--- config.mk ---
export PLATFORM = sky130hd
export DESIGN_NAME = fifo_pixel_unpacker
export DESIGN_NICKNAME = d
export VERILOG_FILES = /design/src/rtl/fifo_pixel_unpacker.sv
export SDC_FILE = /design/constraint.sdc
export NUM_CORES = 1
export LEC_CHECK = 0
export BUFFER_PORTS_ARGS = -buffer_cell sky130_fd_sc_hd__clkbuf_2
export CAP_MARGIN = 20
export CELL_PAD_IN_SITES_DETAIL_PLACEMENT = 2
export CELL_PAD_IN_SITES_GLOBAL_PLACEMENT = 2
export CORE_MARGIN = 8
export CORE_UTILIZATION = 30
export CTS_BUF_LIST = sky130_fd_sc_hd__clkbuf_4
export DETAILED_ROUTE_END_ITERATION = 10
export PLACE_DENSITY_LB_ADDON = 0.1
export SYNTH_ARGS = -nofsm -noshare
export SYNTH_HDL_FRONTEND = slang
export SYNTH_SLANG_ARGS = --single-unit
--- constraint.sdc ---
create_clock -name clk -period 7 [get_ports clk]
set_clock_uncertainty 0.05 [all_clocks]
set_input_delay 0.35 -clock clk [delete_from_list [all_inputs] [get_ports clk]]
set_output_delay 0.35 -clock clk [all_outputs]
set_load 0.02 [all_outputs]
--- src/rtl/fifo_pixel_unpacker.sv ---
// fifo_pixel_unpacker: pops 32-bit words from a non-FWFT FIFO and re-packs the
// byte stream into 24-bit pixels (B oldest, then G, then R), with frame
// tracking via out_last / frame_done.
// Optional feature: define UNPACK_GRAY_EN to replace the pixel with a
// grey value floor((R+G+B)/3) replicated on all three channels.
module fifo_pixel_unpacker #(
    parameter int IMG_WIDTH  = 720,
    parameter int IMG_HEIGHT = 540
) (
    input  logic        clk,
    input  logic        reset,
    input  logic        in_empty,
    output logic        in_rd_en,
    input  logic [31:0] in_dout,
    output logic        out_valid,
    input  logic        out_ready,
    output logic [23:0] out_pixel,
    output logic        out_last,
    output logic        frame_done
);

    localparam int PIX_TOTAL = IMG_WIDTH * IMG_HEIGHT;
    localparam int CNT_W     = (PIX_TOTAL > 1) ? $clog2(PIX_TOTAL) : 1;
    localparam logic [CNT_W-1:0] LAST_IDX = CNT_W'(PIX_TOTAL - 1);

    // Byte buffer: byte 0 (bits 7:0) is the oldest byte in the stream.
    logic [47:0]      byte_buf;
    logic [47:0]      buf_next;
    logic [2:0]       byte_cnt;
    logic [2:0]       cnt_after;
    logic [2:0]       cnt_next;
    logic             in_flight;
    logic [CNT_W-1:0] pixel_cnt;
    logic             accept;
    logic             last_accept;
    logic [7:0]       b_ch;
    logic [7:0]       g_ch;
    logic [7:0]       r_ch;

    assign out_valid   = (byte_cnt >= 3'd3);
    assign accept      = out_valid && out_ready;
    assign out_last    = out_valid && (pixel_cnt == LAST_IDX);
    assign last_accept = accept && out_last;

    assign b_ch = byte_buf[7:0];
    assign g_ch = byte_buf[15:8];
    assign r_ch = byte_buf[23:16];

    // Read request: only one read outstanding, room for a full word after this
    // cycle's consumption, and never in the cycle that closes a frame.
    always_comb begin
        cnt_after = accept ? (byte_cnt - 3'd3) : byte_cnt;
        in_rd_en  = reset && !in_empty && !in_flight && (cnt_after <= 3'd2) && !last_accept;
    end

    // Next buffer contents: drop the consumed pixel, then append a landing word
    // directly after the residual bytes; a frame end flushes everything.
    always_comb begin
        buf_next = accept ? {24'd0, byte_buf[47:24]} : byte_buf;
        cnt_next = cnt_after;
        if (in_flight) begin
            case (cnt_after)
                3'd0: begin
                    buf_next[31:0] = in_dout;
                    cnt_next       = 3'd4;
                end
                3'd1: begin
                    buf_next[39:8] = in_dout;
                    cnt_next       = 3'd5;
                end
                3'd2: begin
                    buf_next[47:16] = in_dout;
                    cnt_next        = 3'd6;
                end
                default: begin
                    cnt_next = cnt_after;
                end
            endcase
        end
        if (last_accept) begin
            buf_next = '0;
            cnt_next = '0;
        end
    end

`ifdef UNPACK_GRAY_EN
    logic [9:0] chan_sum;
    logic [7:0] gray;

    // Grey conversion: 10-bit sum keeps 3*255 exact before dividing by 3.
    always_comb begin
        chan_sum  = {2'b00, r_ch} + {2'b00, g_ch} + {2'b00, b_ch};
        gray      = 8'(chan_sum / 10'd3);
        out_pixel = out_valid ? {gray, gray, gray} : 24'd0;
    end
`else
    // Raw pixel output, forced to zero whenever no pixel is presented.
    always_comb begin
        out_pixel = out_valid ? {r_ch, g_ch, b_ch} : 24'd0;
    end
`endif

    // State registers: buffer, read-in-flight flag, pixel counter and frame pulse.
    always_ff @(posedge clk or negedge reset) begin
        if (!reset) begin
            byte_buf   <= '0;
            byte_cnt   <= '0;
            in_flight  <= 1'b0;
            pixel_cnt  <= '0;
            frame_done <= 1'b0;
        end else begin
            byte_buf   <= buf_next;
            byte_cnt   <= cnt_next;
            in_flight  <= in_rd_en;
            frame_done <= last_accept;
            if (accept) begin
                pixel_cnt <= last_accept ? '0 : (pixel_cnt + 1'b1);
            end
        end
    end

endmodule

==> results_dict.tcl <==
set metrics [dict create \
    status "finished clean" \
    worst_slew_pin_slew_ps 994 \
    synthCells 456 \
    post-route-min-period_ps 4200 \
    ff2ff_setup_slack_ps 3540 \
    dp_hpwl_um 10900 \
    timing.rr.start "byte_cnt[0]" \
    whs_path_depth 3 \
    finish.utilization 0.339 \
    cp-end-kind "primary output" \
    drt-total-wl_um 15200 \
    ys.flop_type "dfrtp_1" \
    start_util 0.304 \
    cts.sinks 72 \
    hold_path.startpoint "in_dout[30]" \
    die_w_um 134 \
    drtPass1Iterations 4 \
    num_rows 43 \
    critPathKind "flop to primary output" \
    vias 3749 \
    synthDistinctLibCells 59 \
    core_mm2 0.0137 \
    clk_path_buf_depth 2 \
    ant_nets 0 \
    maxSlewViolCount 0 \
    finalSetupViolations 0 \
    grt_first_pass_wirelength_um 24700 \
    p_per_area_mw_per_mm2 397 \
    portBuffers 63 \
    die_y_um 134 \
    worst_ep_arrival_time_ps 3800 \
    area_delta_synth_final_pct 11.3 \
    slew-limit-headroom 0.337 \
    fillers 1569 \
    ys_seq_area_frac 0.432 \
    gr-total-overflow 0 \
    cts-root-buf "clkbuf_4" \
    async_flop_share 1.00 \
    hold_end "byte_buf[46]" \
    start_kind "flop" \
    htreeDepth 3 \
    io_pins 64 \
    cts_buffers 9 \
    grt_setup_unrepaired "false" \
    grt_pass1_vias 4172 \
    hold_viol_final 0 \
    finalCritPeriodShare 0.599 \
    gp_congestion 0.778 \
    leakage_nw 2.03 \
    synth_fp_nets 495 \
    ys_seq_elements 72 \
    die_area_mm2 0.0179 \
    routedWlPerCell_um 22.2 \
    grt_max_degree 48 \
    grt_antenna_before_repair 1 \
    synth.avg_cell_area_um2 9.16 \
    reg2reg_depth 8 \
    clk_pin_slew_worst_paths_ps 130 \
    cts_tree "done" \
    fin_nets 540 \
    fin_setup_tns_ps 0 \
    drcViolationCount 0 \
    track_usage 0.178 \
    drive_above_1_share 0.198 \
    cap_violations 0 \
    yosysWarnings 0 \
    drtIter0Drc 159 \
    critPathMaxFanout 31 \
    vdd_drop_max_mv 0.116 \
    worstPathRequired_ps 6600 \
    synthesis.area_mm2 0.00418 \
    vias_per_cell 5.47 \
    fmax_ghz 0.238 \
    worstSkewPairLatency_ps 440 \
    ctsResizeCount 0 \
    min-delay-path-class "input port to flop" \
    synth-edff-count 0 \
    rr_endpoint "byte_buf[19]" \
    total_power_w 0.00184 \
]
## critical path: stages, from the launching register on
cell and delay [ps]:
dfrtp_1 590, ha_1 220, ha_1 350, a211o_2 530, and4_1 460, nand2_2 360
inv_2 530, nor2_1 130, clkbuf_2 180
## placed cells by master (no fill, tap or decap), types with 10 or more instances in the layout
cell      instances
nor2_1           30
a22oi_1          11
dfrtp_1          72
nor3_1           12
nand3_1          18
xnor2_1          12
and2_1           29
nand2_1          76
clkbuf_2         62
clkbuf_4         12
a311oi_1         14
o21ai_0          19
and3_1           10
## how the worst max path moves through the flow
stage / from / endpoint / slack [ps] / cells after the start
finish: byte_cnt[0] / in_rd_en / 2800 / 8
global route: byte_cnt[0] / in_rd_en / 2430 / 8
CTS: byte_cnt[0] / in_rd_en / 2670 / 8
detailed placement: byte_cnt[0] / in_rd_en / 3170 / 8
global placement: byte_cnt[0] / in_rd_en / 3440 / 8
floorplan: byte_cnt[0] / in_rd_en / 4450 / 10
## sequential cells by signal, indices dropped and copies added, names as in the netlist
name,count
byte_buf,48
pixel_cnt,19
byte_cnt,3
frame_done,1
in_flight,1
## cell families after synthesis
logic type | share of synthesized area
flip-flops | 0.432
multiplexers | 0.0147
XOR/XNOR | 0.0315
buffers and inverters | 0.0581
adder cells (fa/ha/maj) | 0.00899
AO/OA/AOI/OAI | 0.215
AND/OR/NAND/NOR | 0.241
## stage by stage
| stage | cells | hold WS (ps) | cell area [um2] | worst slack, ps |
|---|---|---|---|---|
| 3_5_place_dp | 669 | 263 | 4540 | 3170 |
| 4_1_cts | 684 | 71.1 | 4640 | 2670 |
| 6_report | 685 | 99.5 | 4650 | 2800 |
| 3_3_place_gp | 668 | 260 | 4530 | 3440 |
| 2_1_floorplan | 456 | 4.41 | 4180 | 4450 |
| 5_1_grt | 685 | 97.9 | 4650 | 2430 |
## layout make-up
cell class / count / area (um2) / share of cell area
Tap cell: 180 / 225 / 0.0485
Timing Repair Buffer: 69 / 365 / 0.0786
Sequential cell: 72 / 1800 / 0.388
Multi-Input combinational cell: 343 / 2130 / 0.459
Clock inverter: 2 / 8.76 / 0.00188
Antenna cell: 1 / 2.50 / 0.000539
Inverter: 6 / 22.5 / 0.00485
Clock buffer: 12 / 90.1 / 0.0194
## power breakdown
group          switching, W  internal, W  leakage (nW)
registers          0.000100     0.000538         0.959
logic              0.000622     0.000348          1.01
clock network      0.000155    0.0000799        0.0607
total              0.000877     0.000966          2.03
## metal layers
layer / part of all wire / GRT usage / vias up
li1: - / - / 1734
met1: 0.49 / 0.246 / 1917
met2: 0.45 / 0.270 / 86
met3: 0.047 / 0.0366 / 12
met4: 0.013 / 0.0574 / 0
met5: 0 / 0 / -
## Yosys cell counts (8+ instances only)
cell	count	share of area
a311oi_1	14	0.029
o2bb2ai_1	9	0.019
nor2_1	30	0.027
nand2_1	76	0.068
a221oi_1	8	0.017
buf_2	13	0.016
and2_1	29	0.043
and3_1	10	0.015
nand3_1	18	0.022
o21ai_0	19	0.023
nor3_1	12	0.014
a22oi_1	11	0.020
xnor2_1	12	0.025
o21ai_1	9	0.011
dfrtp_1	72	0.43
buf_4	9	0.016
## repair_timing
action,CTS,global route
hold buffers,1,0
hold endpoints to repair,25,0
setup buffers,0,0
No activity file was read; power rests on OpenSTA's default activity.
